$ cat config.mk
export PLATFORM = sky130hd
export DESIGN_NAME = mem_port_arbiter
export DESIGN_NICKNAME = d
export VERILOG_FILES = /design/src/rtl/mem_port_arbiter.sv
export SDC_FILE = /design/constraint.sdc
export NUM_CORES = 1
export LEC_CHECK = 0
export CAP_MARGIN = 10
export CORE_MARGIN = 4
export CORE_UTILIZATION = 40
export DETAILED_ROUTE_END_ITERATION = 16
export DONT_BUFFER_PORTS = 1
export PLACE_DENSITY_LB_ADDON = 0.05
export SLEW_MARGIN = 40
export SYNTH_ARGS = -nofsm -noshare
export SYNTH_HDL_FRONTEND = slang
export SYNTH_SLANG_ARGS = --single-unit
$ cat constraint.sdc
create_clock -name clk -period 2.4 [get_ports clk]
set_input_delay 0 -clock clk [delete_from_list [all_inputs] [get_ports clk]]
set_output_delay 0 -clock clk [all_outputs]
set_load 0.01 [all_outputs]
$ cat src/rtl/mem_port_arbiter.sv
// Shares one memory port between instruction fetch and data access, one req/ready transaction at a time.
// Defining MEM_ARB_TIMEOUT_EN adds a watchdog that aborts a transaction stuck waiting on m_ready.
module mem_port_arbiter #(
  parameter int ADDR_W         = 32,
  parameter int DATA_W         = 32,
  parameter int TIMEOUT_CYCLES = 255
) (
  input  logic                clk,
  input  logic                rst,
  input  logic                i_req,
  input  logic [ADDR_W-1:0]   i_addr,
  output logic [DATA_W-1:0]   i_rdata,
  output logic                i_done,
  input  logic                d_req,
  input  logic                d_we,
  input  logic [ADDR_W-1:0]   d_addr,
  input  logic [DATA_W-1:0]   d_wdata,
  input  logic [DATA_W/8-1:0] d_be,
  output logic [DATA_W-1:0]   d_rdata,
  output logic                d_done,
  output logic                m_req,
  output logic                m_we,
  output logic [ADDR_W-1:0]   m_addr,
  output logic [DATA_W-1:0]   m_wdata,
  output logic [DATA_W/8-1:0] m_be,
  input  logic [DATA_W-1:0]   m_rdata,
  input  logic                m_ready,
  output logic                stall,
  output logic                bus_err
);

  localparam int BE_W = DATA_W / 8;

  typedef enum logic [1:0] {IDLE, BUSY_I, BUSY_D, RESP} state_t;
  typedef enum logic {GNT_INSTR, GNT_DATA} grant_t;

  state_t            state_q, state_d;
  grant_t            last_grant_q, last_grant_d;
  logic              m_req_q, m_req_d;
  logic              m_we_q, m_we_d;
  logic [ADDR_W-1:0] m_addr_q, m_addr_d;
  logic [DATA_W-1:0] m_wdata_q, m_wdata_d;
  logic [BE_W-1:0]   m_be_q, m_be_d;
  logic [DATA_W-1:0] i_rdata_q, i_rdata_d;
  logic [DATA_W-1:0] d_rdata_q, d_rdata_d;
  logic              i_done_q, i_done_d;
  logic              d_done_q, d_done_d;
  logic              grant_data;
  logic              abort;

`ifdef MEM_ARB_TIMEOUT_EN
  localparam int CNT_W = (TIMEOUT_CYCLES > 255) ? $clog2(TIMEOUT_CYCLES + 1) : 8;

  logic [CNT_W-1:0] cnt_q;
  logic             bus_err_q;
  logic             busy;

  assign busy  = (state_q == BUSY_I) || (state_q == BUSY_D);
  assign abort = !m_ready && (cnt_q == CNT_W'(TIMEOUT_CYCLES - 1));

  // Counter only advances on wait cycles, so it measures how long memory has ignored us.
  always_ff @(posedge clk or negedge rst) begin
    if (!rst) begin
      cnt_q     <= '0;
      bus_err_q <= 1'b0;
    end else begin
      bus_err_q <= busy && abort;
      if (!busy) begin
        cnt_q <= '0;
      end else if (!m_ready) begin
        cnt_q <= cnt_q + CNT_W'(1);
      end
    end
  end

  assign bus_err = bus_err_q;
`else
  assign abort   = 1'b0;
  assign bus_err = 1'b0;
`endif

  // A tie goes to whoever did not win last, so after reset data wins the first tie.
  always_comb begin
    state_d      = state_q;
    last_grant_d = last_grant_q;
    m_req_d      = m_req_q;
    m_we_d       = m_we_q;
    m_addr_d     = m_addr_q;
    m_wdata_d    = m_wdata_q;
    m_be_d       = m_be_q;
    i_rdata_d    = i_rdata_q;
    d_rdata_d    = d_rdata_q;
    i_done_d     = 1'b0;
    d_done_d     = 1'b0;
    grant_data   = 1'b0;
    unique case (state_q)
      IDLE: begin
        grant_data = d_req && (!i_req || (last_grant_q == GNT_INSTR));
        if (grant_data) begin
          state_d   = BUSY_D;
          m_req_d   = 1'b1;
          m_we_d    = d_we;
          m_addr_d  = d_addr;
          m_wdata_d = d_wdata;
          m_be_d    = d_we ? d_be : '1;
        end else if (i_req) begin
          state_d  = BUSY_I;
          m_req_d  = 1'b1;
          m_we_d   = 1'b0;
          m_addr_d = i_addr;
          m_be_d   = '1;
        end
      end
      BUSY_I, BUSY_D: begin
        if (m_ready || abort) begin
          state_d = RESP;
          m_req_d = 1'b0;
          m_we_d  = 1'b0;
          if (state_q == BUSY_I) begin
            last_grant_d = GNT_INSTR;
            i_done_d     = 1'b1;
            i_rdata_d    = m_ready ? m_rdata : '0;
          end else begin
            last_grant_d = GNT_DATA;
            d_done_d     = 1'b1;
            if (!m_ready) begin
              d_rdata_d = '0;
            end else if (!m_we_q) begin
              d_rdata_d = m_rdata;
            end
          end
        end
      end
      RESP:    state_d = IDLE;
      default: state_d = IDLE;
    endcase
  end

  always_ff @(posedge clk or negedge rst) begin
    if (!rst) begin
      state_q      <= IDLE;
      last_grant_q <= GNT_INSTR;
      m_req_q      <= 1'b0;
      m_we_q       <= 1'b0;
      m_addr_q     <= '0;
      m_wdata_q    <= '0;
      m_be_q       <= '0;
      i_rdata_q    <= '0;
      d_rdata_q    <= '0;
      i_done_q     <= 1'b0;
      d_done_q     <= 1'b0;
    end else begin
      state_q      <= state_d;
      last_grant_q <= last_grant_d;
      m_req_q      <= m_req_d;
      m_we_q       <= m_we_d;
      m_addr_q     <= m_addr_d;
      m_wdata_q    <= m_wdata_d;
      m_be_q       <= m_be_d;
      i_rdata_q    <= i_rdata_d;
      d_rdata_q    <= d_rdata_d;
      i_done_q     <= i_done_d;
      d_done_q     <= d_done_d;
    end
  end

  assign m_req   = m_req_q;
  assign m_we    = m_we_q;
  assign m_addr  = m_addr_q;
  assign m_wdata = m_wdata_q;
  assign m_be    = m_be_q;
  assign i_rdata = i_rdata_q;
  assign d_rdata = d_rdata_q;
  assign i_done  = i_done_q;
  assign d_done  = d_done_q;
  assign stall   = (i_req || d_req) && !(i_done_q || d_done_q);

endmodule
==> flow_summary.ini, run 1 <==
[synth]
synth_area_um2 = 5678
synth-edff-count = 0
synthMuxAreaShare = 0.2157
synth-main-ff-cell = dfrtp_1
synth_top_family_by_area = multiplexers
synthAdderAreaFrac = 0.008814
ys_warn_count = 0
ys_ff_latch = 139
syn_nets = 569
synthXorXnorAreaFrac = 0
synth_cell_types = 30
synthSimpleGateAreaFrac = 0.07470
avgSynthCellArea_um2 = 13.30
syn_inst = 427
ys_seq_area_frac = 0.6126
synthArstFlopShare = 1.000
synth_compound_area_frac = 0.05751

[outcome]
status = did not finish
stop_error = [ERROR RSZ-0060] Max buffer count reached.
lastStage = 4_1_cts

[cts]
cts-resized-gates = 0
cts_buffer_depth = 2
cts_buffers = 17
postCtsHoldBufs = 126
h-tree-depth = 4
numClockSinks = 139
postCtsSetupRepairBufs = 0
cts_root_buffer = clkbuf_16

[floorplanning]
start_util = 0.4090
io_pins = 276
rows = 43
die_h_um = 127.1
die_width_um = 127.1

[placed_design]
gp_congestion = 0.7343
dp_slack_ns = 0.4700
dp_cells = 590
port_buffers = 0
hpwl_mm = 9.373
==> Yosys cell counts (2+ instances only) <==
cell type | n | area (um2)
inv_1 | 5 | 18.77
buf_2 | 6 | 30.03
mux2_4 | 30 | 450.4
dfrtp_1 | 139 | 3478
o22a_1 | 4 | 35.03
o2bb2ai_1 | 2 | 17.52
mux2_1 | 2 | 22.52
mux2i_1 | 2 | 20.02
a31oi_1 | 33 | 206.5
ha_1 | 4 | 50.05
clkbuf_1 | 11 | 41.29
nand2_1 | 66 | 247.7
buf_6 | 6 | 67.56
a21oi_1 | 2 | 10.01
nand2_2 | 2 | 12.51
nor2_1 | 35 | 131.4
mux2_2 | 65 | 732.0
==> per-stage QoR <==
step / hold WS [ns] / area (um2)
global placement: -0.2924 / 5826
floorplan: -0.2956 / 5678
detailed placement: -0.2923 / 5826
==> logic make-up after synthesis <==
logic type | after synthesis
buffers and inverters | 30
DFF | 139
and+or+nand+nor | 107
muxes | 99
adders and majority gates | 4
other | 1
AOI/OAI and AO/OA | 47
==> run 2, diff against run 1 <==
--- a/config.mk
+++ b/config.mk
@@ -7,10 +7,10 @@
 export LEC_CHECK = 0
 export CAP_MARGIN = 10
 export CORE_MARGIN = 4
-export CORE_UTILIZATION = 40
+export CORE_UTILIZATION = 25
 export DETAILED_ROUTE_END_ITERATION = 16
 export DONT_BUFFER_PORTS = 1
-export PLACE_DENSITY_LB_ADDON = 0.05
+export PLACE_DENSITY_LB_ADDON = 0.15
 export SLEW_MARGIN = 40
 export SYNTH_ARGS = -nofsm -noshare
 export SYNTH_HDL_FRONTEND = slang
==> run 2 against run 1 <==
The flow now finishes, with violations (negative hold slack). Synthesized cell count is the same. Synthesized area is the same.
==> flow_summary.ini, run 2 <==
[final_layout]
multi_input_area_um2 = 2043
area_delta_synth_final_pct = 41.41
fin_util = 0.3634
fin_nets = 711
diodes = 0
seqCellArea_um2 = 3478
final_layout_size_suffix_gt1_frac = 0.2354
fillers = 2133
mostFrequentLayoutCell = dlygate4sd3_1
final_cell_mix = dlygate4sd3_1, dfrtp_1, nand2_1

[cts]
cts_root_buffer = clkbuf_16
worstSkewPairLatency_ns = 0.41
cts_tree = built
numClockSinks = 139
postCtsHoldBufs = 143
cts_buffers = 17
clk_pin_slew_worst_paths_ns = 0.06
postCtsSetupRepairBufs = 0
cts_buffer_depth = 2
h-tree-depth = 4

[detailed_routing]
routed_wl_mm = 14.95
wl_per_cell_um = 17.35
vias = 3833
dr.pass1.iters = 5
viasPerCell = 4.447
detail-route-antenna-nets = 0
drc_errors = 0
first_iter_violations = 191

[synth]
avgSynthCellArea_um2 = 13.30
ys_top_cells_by_count = dfrtp_1, nand2_1, mux2_2
synth_cell_types = 30
synth_area_um2 = 5678
synthArstFlopShare = 1.000
synth.most_common_cell = dfrtp_1
syn_inst = 427
ys_seq_area_frac = 0.6126
synth-main-ff-cell = dfrtp_1
ys_ff_latch = 139
synth_area_leader_cell = dfrtp_1
yosysTopAreaCellShare = 0.6126
synth_area_leaders = dfrtp_1, mux2_2, mux2_4
synth-edff-count = 0
ys_warn_count = 0
syn_nets = 569

[sta]
rsz0062_at_grt = false
slew_viol_final = 0
min_period_ns = 2.253
holdWs_ns = -0.7154
report.final.hold_viol_count = 139
timing.slew.headroom = 0.5806
fin_skew_ns = 0.006580
tns_ns = 0
finalCritPeriodShare = 0.9387
tightest_slew_ns = 0.6290
setup_viol = 0
final.setup.worst_slack_ns = 0.1470
max_freq_ghz = 0.4439

[floorplanning]
dieArea_um2 = 25190
die_width_um = 158.7
core_um2 = 22090
start_util = 0.2570
io_pins = 276
die_h_um = 158.7
rows = 54

[run]
max_cap_violations = 0

[placed_design]
dp_slack_ns = 0.5014
hpwl_mm = 9.540
port_buffers = 0
gp_congestion = 0.7006

[global_route]
grtUsageTotal = 0.1190
overflow = 0
grt_pass1_vias = 4180
antenna_found_initial = 0
grt_pass1_wl_mm = 24.17
grt_max_degree = 140

[setup_path]
start_kind = flip-flop
reg2reg_slack_ns = 0.15
crit_path_max_fanout = 8
arrival_ns = 2.54
setup.worst_path.class = reg2reg
rr_worst_depth = 7
required_ns = 2.68
cp-end-kind = flip-flop

[outcome]
violations = negative hold slack
status = complete, but fails checks

[min_path]
hp-class = in2async

[power_and_ir_drop]
p_clk_frac = 0.251
power_density_nw_per_um2 = 1401
comb_power_share = 0.299
p_int_mw = 7.500
ir_drop_uv = 469.5
switching_share = 0.3332
switchingPower_mw = 3.748
pwr-share-seq = 0.450
power.leakage_nw = 3.453
run 2: cell counts after synthesis:
Identical to the previous run, type by type.
run 2: layout make-up:
class / count / share of cell area
clock inverters: 12 / 0.02306
flip-flops and latches: 139 / 0.4332
clock buffers: 20 / 0.05563
multi-input cells: 258 / 0.2545
well taps: 280 / 0.04363
inverters: 5 / 0.002338
repair buffers: 148 / 0.1876
run 2: layer usage:
layer / track usage / vias to the layer above / part of all wire
li1: - / 1763 / -
met1: 0.1285 / 1881 / 0.37
met2: 0.2108 / 172 / 0.53
met3: 0.04873 / 17 / 0.083
met4: 0.04221 / 0 / 0.020
met5: 0 / - / 0
run 2: final timing paths:
check | start | end
max in group asynchronous | rst | m_addr[6]
setup / recovery | state_q[0] | m_we
setup reg to reg | state_q[0] | m_we
hold reg to reg | i_rdata[18] | i_rdata[18]
min in group clk | m_ready | i_done
hold / removal | rst | i_rdata[30]
run 2: timing repair:
item                                   in CTS  in global routing
setup endpoints to repair                   0                  1
endpoints found under the hold margin     277                139
resized for setup                           0                  2
run 2: power by group through the flow:
stage / logic (mW) / clock network (mW) / registers (mW)
floorplan: 2.29 / 0 / 4.73
global placement: 2.51 / 0 / 5.16
detailed placement: 2.61 / 0 / 5.12
CTS: 3.32 / 2.93 / 5.10
global route: 3.70 / 3.03 / 5.19
finish: 3.37 / 2.82 / 5.06
run 2: metrics by stage:
| step | hold slack, ns | power, mW | instances | instance area (um2) |
|---|---|---|---|---|
| after CTS | -0.7476 | 11.35 | 862 | 8016 |
| final | -0.7154 | 11.25 | 862 | 8029 |
| after global placement | -0.2924 | 7.669 | 687 | 5953 |
| after global routing | -0.7550 | 11.92 | 862 | 8029 |
| after detailed placement | -0.2923 | 7.729 | 687 | 5953 |
| after floorplan | -0.2956 | 7.018 | 427 | 5678 |
run 2: logic make-up after synthesis:
| logic type | count (synthesis) | synth area share |
|---|---|---|
| adders and majority gates | 4 | 0.008815 |
| buffers and inverters | 30 | 0.02997 |
| AOI/OAI and AO/OA | 47 | 0.05752 |
| and+or+nand+nor | 107 | 0.07470 |
| DFF | 139 | 0.6126 |
| muxes | 99 | 0.2157 |
| other | 1 | 0.0006605 |
run 2: critical path: stages (launching register included):
cell and delay (ns):
dfrtp_1 0.41, inv_1 0.14, ha_4 0.20, nor2b_1 0.05
a31oi_1 0.14, dlygate4sd3_1 0.57, o2bb2ai_1 0.07, dlygate4sd3_1 0.55
No activity file was read; power rests on OpenSTA's default activity.
